## src/rtl/uc_pkg.sv

```systemverilog
// Shared definitions for the microc sequencing control unit: opcodes, FSM
// states and the datapath control word.
package uc_pkg;

    localparam logic [5:0] OP_NOP = 6'b000000;
    localparam logic [5:0] OP_J   = 6'b000001;
    localparam logic [5:0] OP_JZ  = 6'b000010;
    localparam logic [5:0] OP_JNZ = 6'b000011;
    localparam logic [3:0] OP_LI  = 4'b0001;
    localparam logic [2:0] OP_ALU = 3'b001;
    localparam logic [5:0] OP_HLT = 6'b111111;

    localparam logic [15:0] CNT_MAX = 16'hFFFF;

    typedef enum logic [1:0] {
        ST_IDLE      = 2'b00,
        ST_RUN       = 2'b01,
        ST_STEP_WAIT = 2'b10,
        ST_HALT      = 2'b11
    } uc_state_t;

    typedef struct packed {
        logic       s_inc;
        logic       s_inm;
        logic       we3;
        logic       wez;
        logic [2:0] op;
    } uc_ctrl_t;

    // Control word that leaves the datapath untouched: advance nothing, write nothing.
    function automatic uc_ctrl_t ctrl_idle();
        uc_ctrl_t c;
        c.s_inc = 1'b1;
        c.s_inm = 1'b0;
        c.we3   = 1'b0;
        c.wez   = 1'b0;
        c.op    = 3'b000;
        return c;
    endfunction

endpackage

```

## src/rtl/uc_dec.sv

```systemverilog
// Pure combinational opcode decoder: opcode and zero flag to the raw
// control word, plus a flag telling whether the opcode is defined.
module uc_dec
    import uc_pkg::*;
(
    input  logic [5:0] opcode,
    input  logic       z,
    output uc_ctrl_t   ctrl,
    output logic       legal
);

    // Raw control word per opcode; undefined opcodes fall back to a nop word.
    always_comb begin
        ctrl  = ctrl_idle();
        legal = 1'b1;
        casez (opcode)
            OP_NOP: begin
                ctrl.s_inc = 1'b1;
            end
            OP_J: begin
                ctrl.s_inc = 1'b0;
            end
            OP_JZ: begin
                ctrl.s_inc = ~z;
            end
            OP_JNZ: begin
                ctrl.s_inc = z;
            end
            {OP_LI, 2'b??}: begin
                ctrl.we3   = 1'b1;
                ctrl.s_inm = 1'b1;
            end
            {OP_ALU, 3'b???}: begin
                ctrl.we3 = 1'b1;
                ctrl.wez = 1'b1;
                ctrl.op  = opcode[2:0];
            end
            OP_HLT: begin
                ctrl.s_inc = 1'b1;
            end
            default: begin
                legal = 1'b0;
            end
        endcase
    end

endmodule

```

## src/rtl/uc_seq.sv

```systemverilog
// Sequencing control unit for microc: run/step/halt FSM that gates the
// decoded control word, plus executed-instruction counter and sticky illegal flag.
module uc_seq
    import uc_pkg::*;
(
    input  logic        clk,
    input  logic        reset,
    input  logic [5:0]  opcode,
    input  logic        z,
    input  logic        start,
    input  logic        step_mode,
    input  logic        step,
    output logic        s_inc,
    output logic        s_inm,
    output logic        we3,
    output logic        wez,
    output logic [2:0]  op,
    output logic        pc_en,
    output logic [1:0]  state,
    output logic [15:0] instr_cnt,
    output logic        halted,
    output logic        illegal
);

    uc_state_t   r_state;
    uc_state_t   w_state_nxt;
    logic [15:0] r_instr_cnt;
    logic        r_illegal;

    uc_ctrl_t    w_raw;
    uc_ctrl_t    w_ctrl;
    logic        w_legal;
    logic        w_exec;
    logic        w_hlt;

    uc_dec u_dec (
        .opcode (opcode),
        .z      (z),
        .ctrl   (w_raw),
        .legal  (w_legal)
    );

    assign w_hlt  = (opcode == OP_HLT);
    assign w_exec = (r_state == ST_RUN) || ((r_state == ST_STEP_WAIT) && step);

    // Gate the raw control word: only execute cycles may touch the datapath.
    always_comb begin
        w_ctrl = ctrl_idle();
        pc_en  = 1'b0;
        if (w_exec && !w_hlt) begin
            w_ctrl = w_raw;
            pc_en  = 1'b1;
        end else begin
            w_ctrl = ctrl_idle();
            pc_en  = 1'b0;
        end
    end

    assign s_inc     = w_ctrl.s_inc;
    assign s_inm     = w_ctrl.s_inm;
    assign we3       = w_ctrl.we3;
    assign wez       = w_ctrl.wez;
    assign op        = w_ctrl.op;
    assign state     = r_state;
    assign instr_cnt = r_instr_cnt;
    assign halted    = (r_state == ST_HALT);
    assign illegal   = r_illegal;

    // Next-state logic; HALT is left only through reset.
    always_comb begin
        w_state_nxt = r_state;
        case (r_state)
            ST_IDLE: begin
                if (start) begin
                    w_state_nxt = step_mode ? ST_STEP_WAIT : ST_RUN;
                end else begin
                    w_state_nxt = ST_IDLE;
                end
            end
            ST_RUN: begin
                if (w_hlt) begin
                    w_state_nxt = ST_HALT;
                end else if (step_mode) begin
                    w_state_nxt = ST_STEP_WAIT;
                end else begin
                    w_state_nxt = ST_RUN;
                end
            end
            ST_STEP_WAIT: begin
                if (step && w_hlt) begin
                    w_state_nxt = ST_HALT;
                end else if (!step_mode) begin
                    w_state_nxt = ST_RUN;
                end else begin
                    w_state_nxt = ST_STEP_WAIT;
                end
            end
            ST_HALT: begin
                w_state_nxt = ST_HALT;
            end
            default: begin
                w_state_nxt = ST_IDLE;
            end
        endcase
    end

    // FSM state register.
    always_ff @(posedge clk or negedge reset) begin
        if (!reset) begin
            r_state <= ST_IDLE;
        end else begin
            r_state <= w_state_nxt;
        end
    end

    // Saturating count of executed non-halt instructions.
    always_ff @(posedge clk or negedge reset) begin
        if (!reset) begin
            r_instr_cnt <= 16'h0000;
        end else if (w_exec && !w_hlt && (r_instr_cnt != CNT_MAX)) begin
            r_instr_cnt <= r_instr_cnt + 16'h0001;
        end
    end

    // Sticky flag for an undefined opcode reaching an execute cycle.
    always_ff @(posedge clk or negedge reset) begin
        if (!reset) begin
            r_illegal <= 1'b0;
        end else if (w_exec && !w_legal) begin
            r_illegal <= 1'b1;
        end
    end

endmodule
```

## config.mk

```make
export PLATFORM = sky130hd
export DESIGN_NAME = uc_seq
export DESIGN_NICKNAME = d
export VERILOG_FILES = /design/src/rtl/uc_pkg.sv /design/src/rtl/uc_dec.sv /design/src/rtl/uc_seq.sv
export SDC_FILE = /design/constraint.sdc
export NUM_CORES = 1
export LEC_CHECK = 0
export ABC_AREA = 1
export CAP_MARGIN = 30
export CORE_AREA = 8 8 66 68
export DETAILED_ROUTE_END_ITERATION = 8
export DIE_AREA = 0 0 74 76
export PLACE_DENSITY = 0.76
export SLEW_MARGIN = 20
export SYNTH_ARGS = -nofsm -noshare
export SYNTH_HDL_FRONTEND = slang
export SYNTH_SLANG_ARGS = --single-unit
```

## constraint.sdc

```tcl
create_clock -name clk -period 1.5 [get_ports clk]
set_input_delay 0.15 -clock clk [delete_from_list [all_inputs] [get_ports clk]]
set_output_delay 0.15 -clock clk [all_outputs]
set_load 0.01 [all_outputs]
```

# [After elaboration in Yosys (flattened, before gate mapping)]
# Index checks and enable logic that the tools add are counted.
# W data, S select, Z words.
[word_totals] ff_bits=19
[op_classes] n_addsub=1 eq_ne=10 n_mux=12 bitwise_logic=1 n_reduce_logical=12
[op_table] cell="$add A16 B1 Y16 const B" count=1
[op_table] cell="$ne A16 B16 Y1 const B" count=1
[op_table] cell="$eq A6 B2 Y1 const B" count=2
[op_table] cell="$mux W2" count=4
[op_table] cell="$pmux W2 S4" count=1
[op_table] cell="$mux W7" count=1
[op_table] cell="$reduce_or A7 Y1" count=1
[op_table] cell="$eq A6 B1 Y1 const B" count=1
[op_table] cell="$eq A6 B6 Y1 const B" count=1
[op_table] cell="$logic_not A6 Y1" count=1
[op_table] cell="$logic_and A1 B1 Y1" count=5
[op_table] cell="$eq A2 B2 Y1 const B" count=2
[op_table] cell="$eq A4 B1 Y1 const B" count=1
[op_table] cell="$mux W1" count=4
[op_table] cell="$mux W4" count=1
[op_table] cell="$eq A3 B1 Y1 const B" count=1
[op_table] cell="$pmux W1 S3" count=1
[op_table] cell="$eq A2 B1 Y1 const B" count=1
[op_table] cell="$logic_not A1 Y1" count=2
[op_table] cell="$logic_not A2 Y1" count=1
[op_table] cell="$reduce_or A2 Y1" count=1
[op_table] cell="$logic_or A1 B1 Y1" count=1
[op_table] cell="$not A1 Y1" count=1

# [Logic depth before layout (Yosys ltp)]
[logic_depth] depth_word=5 depth_mapped=9 depth_no_buf=8

# [Cells and area by module]
# A second synthesis with hierarchy kept.
[unflattened] cells_unflattened=223 area_unflattened_um2=1421.4
[by_module_without_submodules] mod="uc_seq" n_inst=1 cells_each=194 area_each_um2=1310.0
[by_module_without_submodules] mod="uc_dec" n_inst=1 cells_each=29 area_each_um2=111.4

# [Worst setup path before layout]
# Ideal clock, no wire load.
[synth_path] path_type="reg-to-reg" startpoint="reg r_instr_cnt[1], in the netlist instr_cnt[1]" endpoint="reg r_instr_cnt[6], in the netlist instr_cnt[6]" setup_time_ps=117 arrival_time_ps=1334 setup_slack_ps=49 stages_incl_launch_ff=10 n_path_buf=1 synth_period_minus_slack_ps=1451 path_cell_list="dfrtp_1 -> ha_1 -> nand3_2 -> inv_2 -> nand2_4 -> nor2_2 -> nor2_4 -> buf_6 -> nand2_1 -> nand2_1"
[synth_via] elab_chain_len=2
[synth_lines] item="start: declaration" line="uc_seq.sv:27" source="logic [15:0] r_instr_cnt;"
[synth_lines] item="start signal: assignment" line="uc_seq.sv:121" source="r_instr_cnt <= r_instr_cnt + 16'h0001;"
[synth_lines] item="branches (longest 2 deep; another with $add A16 B1 Y16)"
# Parallel ways; which one is timed is not known.
# A chain may end at the register's enable or synchronous reset.

# [Final worst setup path]
[layout_path] startpoint="in opcode[3]" endpoint="out op[2]"
[layout_via] elab_chain_len=4
[layout_lines] item="start: declaration" line="uc_seq.sv:8" source="input logic [5:0] opcode,"
[layout_lines] item="$eq A6 B6 Y1" line="uc_seq.sv:43" source="assign w_hlt = (opcode == OP_HLT);"
[layout_lines] item="$logic_not A1 Y1" line="uc_seq.sv:50" source="if (w_exec && !w_hlt) begin"
[layout_lines] item="$logic_and A1 B1 Y1" line="uc_seq.sv:50"
[layout_lines] item="$mux W7 *" line="uc_seq.sv:50"
[layout_lines] item="end: declaration" line="uc_seq.sv:17" source="output logic [2:0] op,"
# Every way passes the cells marked *; elsewhere a longest branch is shown, timed or not.

==> results.json <==
{
  "grt-ovfl-total": 0,
  "die-area_um2": 5620,
  "grt.met2_usage_pct": 21.0,
  "endpoint_kind": "output port",
  "syn_nets": 209,
  "avgSynthCellArea_um2": 6.76,
  "postSynthCellCount": 196,
  "yosysTopAreaCell": "dfrtp_1",
  "place_area_um2": 1920,
  "ys_seq_area_share_pct": 35.9,
  "p_per_area_nw_per_um2": 632,
  "routedWlPerCell_um": 11.3,
  "worst_path_largest_cell_delay_ns": 0.51,
  "grt_pass1_wl_um": 5840,
  "ys.flop_type": "dfrtp_1",
  "ir_worst_vdd_v": 0.000475,
  "place_worst_setup_slack_ns": -0.443,
  "syn_area_um2": 1330,
  "coreArea_um2": 3440,
  "required_ns": 1.35,
  "max-cap-violations": 0,
  "die_w_um": 74,
  "port_buffers": 39,
  "met1_usage_pct": 16.0,
  "postRouteAntennaNets": 0,
  "cp_top_family": "buffers and inverters",
  "synth_top_area_share_pct": 35.9,
  "rows": 22,
  "layout.nets": 284,
  "status": "finished, violations left",
  "ys_ff_latch": 19,
  "crit_arrival_ns": 1.41,
  "tightest_slew_ns": 0.294,
  "synthDistinctLibCells": 22,
  "wl_um": 3610,
  "maxSlewHeadroom_pct": 80.3,
  "diodes": 0,
  "switchingPower_mw": 0.405,
  "worst_slack_ns": -0.0627,
  "clk_latency_ns": 0.30,
  "cts_tree": "yes",
  "start_kind": "input port",
  "final-setup-viol-count": 4,
  "finClkSkew_ns": 0.00672,
  "grt_pass1_vias": 1332,
  "grt_max_degree": 20,
  "ff_latch_area_um2": 480,
  "gp_congestion": 0.829,
  "vias": 1460,
  "cts_made_buffers": 3,
  "viasPerCell": 4.59,
  "maxSlewViolCount": 0,
  "initial_utilization_pct": 38.5,
  "p_seq_share_pct": 48.2,
  "top_usage_layer": "met2",
  "max_freq_ghz": 0.640,
  "fin_util_pct": 60.7,
  "rsz0062_at_grt": "true",
  "drtPass1Iterations": 4,
  "multi_input_area_um2": 795,
  "final_area_um2": 2090,
  "layout-drive-gt1-share_pct": 24.8,
  "io-pin-count": 40,
  "worstHoldPathType": "input port to asynchronous set/reset pin",
  "critPathBufInv": 2,
  "synth-async-reset-ratio_pct": 100,
  "hpwl_um": 2770,
  "die_h_um": 76,
  "setup_tns_ns": -0.158,
  "period_needed_ns": 1.56,
  "cp_slowest_cell": "clkdlybuf4s50_1",
  "synth_top_cells_by_area": "dfrtp_1 (36%), nand2_1 (26%), nor2_1 (5.4%)",
  "drt_iter0_drc": 31,
  "p_leak_nw": 1.16,
  "drc": 0,
  "clk_path_buf_depth": 2,
  "path_max_fanout": 4,
  "path_class": "input port to output port",
  "syn2layout_area_growth_pct": 57.7,
  "power_frac_comb_pct": 32.3,
  "violations": "negative setup slack",
  "p_sw_share_pct": 30.7,
  "cell_internal_pwr_mw": 0.915,
  "critical_path.cell_chain": "clkdlybuf4s50_1, nand2_2, nor2_4, nand2_1, nand3_2, nor2_1, dlygate4sd2_1",
  "fin_crit_sh_pct": 104,
  "htree_levels": 1,
  "path_clk_slew_ns": 0.11,
  "synth_edf_count": 0,
  "yosysWarnings": 0,
  "clockRootBuffer": "clkbuf_4",
  "grt.total_usage_pct": 12.8,
  "yosysMostFrequentCell": "nand2_1",
  "num-fill-cells": 319,
  "grtUsageMet3_pct": 2.37,
  "hold_viol": 0,
  "clock-sinks": 19,
  "antenna_found_initial": 0,
  "synthTopCellsByCount": "nand2_1 (91), dfrtp_1 (19), nor2_1 (19)",
  "clkPwrFrac_pct": 19.4
}
-- placed cells by master, fill, tap and decap left out, drive strengths merged --
master,n
nand3,12
a21oi,2
o21ai,9
nand3b,2
dlymetal6s2s,10
clkdlybuf4s50,18
clkbuf,5
dlygate4sd2,4
clkdlybuf4s15,1
nand4,5
inv,19
nor3,1
ha,1
buf,38
xnor2,4
dfrtp,19
nor2,24
xor2,3
o21bai,1
nand2,92
-- cell type report --
type                            instances  share of cell area, %
Multi-Input combinational cell        156                   38.0
Timing Repair Buffer                   72                   31.4
Sequential cell                        19                   23.0
Inverter                               19                   3.41
Tap cell                               48                   2.87
Clock buffer                            4                   1.26
-- state kept, by name, summed over array words and instances (netlist names) --
name	flops
state	2
instr_cnt	16
illegal	1
-- what timing repair did --
action / in CTS / in global routing
setup endpoints to repair: 29 / 37
pin swaps: 2 / 3
setup buffers: 3 / 8
hold buffers: 0 / 0
resized for setup: 23 / 34
-- through the flow --
step | hold WS, ns | instances | total power, mW
global placement | 0.458 | 303 | 1.04
global route | 0.185 | 318 | 1.41
floorplan | -0.146 | 196 | 0.806
CTS | 0.177 | 310 | 1.31
finish | 0.178 | 318 | 1.32
detailed placement | 0.465 | 303 | 1.05
-- logic make-up (layout without fill, tap and decap cells) --
family,count (synthesis),in the layout,share of synthesized area (%)
xor+xnor,7,7,4.63
fa+ha+maj,1,1,0.944
simple gates,136,136,45.0
flops,19,19,35.9
buf+inv,21,95,7.08
compound gates,12,12,6.42
-- power by group through the flow --
stage | sequential [mW] | clock [mW] | combinational [mW]
after floorplan | 0.674 | 0 | 0.132
after global placement | 0.638 | 0 | 0.403
after detailed placement | 0.638 | 0 | 0.413
after CTS | 0.632 | 0.266 | 0.417
after global routing | 0.646 | 0.289 | 0.471
final | 0.637 | 0.257 | 0.427
-- path summary, 6_finish.rpt --
check,end,slack (ns),cells past startpoint,startpoint
max,op[2],-0.06,7,opcode[3]
min,instr_cnt[6],0.18,2,reset
max reg2reg,instr_cnt[1],0.06,10,state[1]
min reg2reg,illegal,0.48,1,illegal
max in group asynchronous,instr_cnt[3],1.10,2,reset
min in group clk,state[1],0.48,3,start
-- metal layers --
| metal | share of wire (%) | routed length [µm] |
|---|---|---|
| met1 | 48 | 1720 |
| met2 | 47 | 1680 |
| met3 | 4.8 | 173 |
| met4 | 1.0 | 37 |
| met5 | 0 | 0 |
No activity file was read; power rests on OpenSTA's default activity.
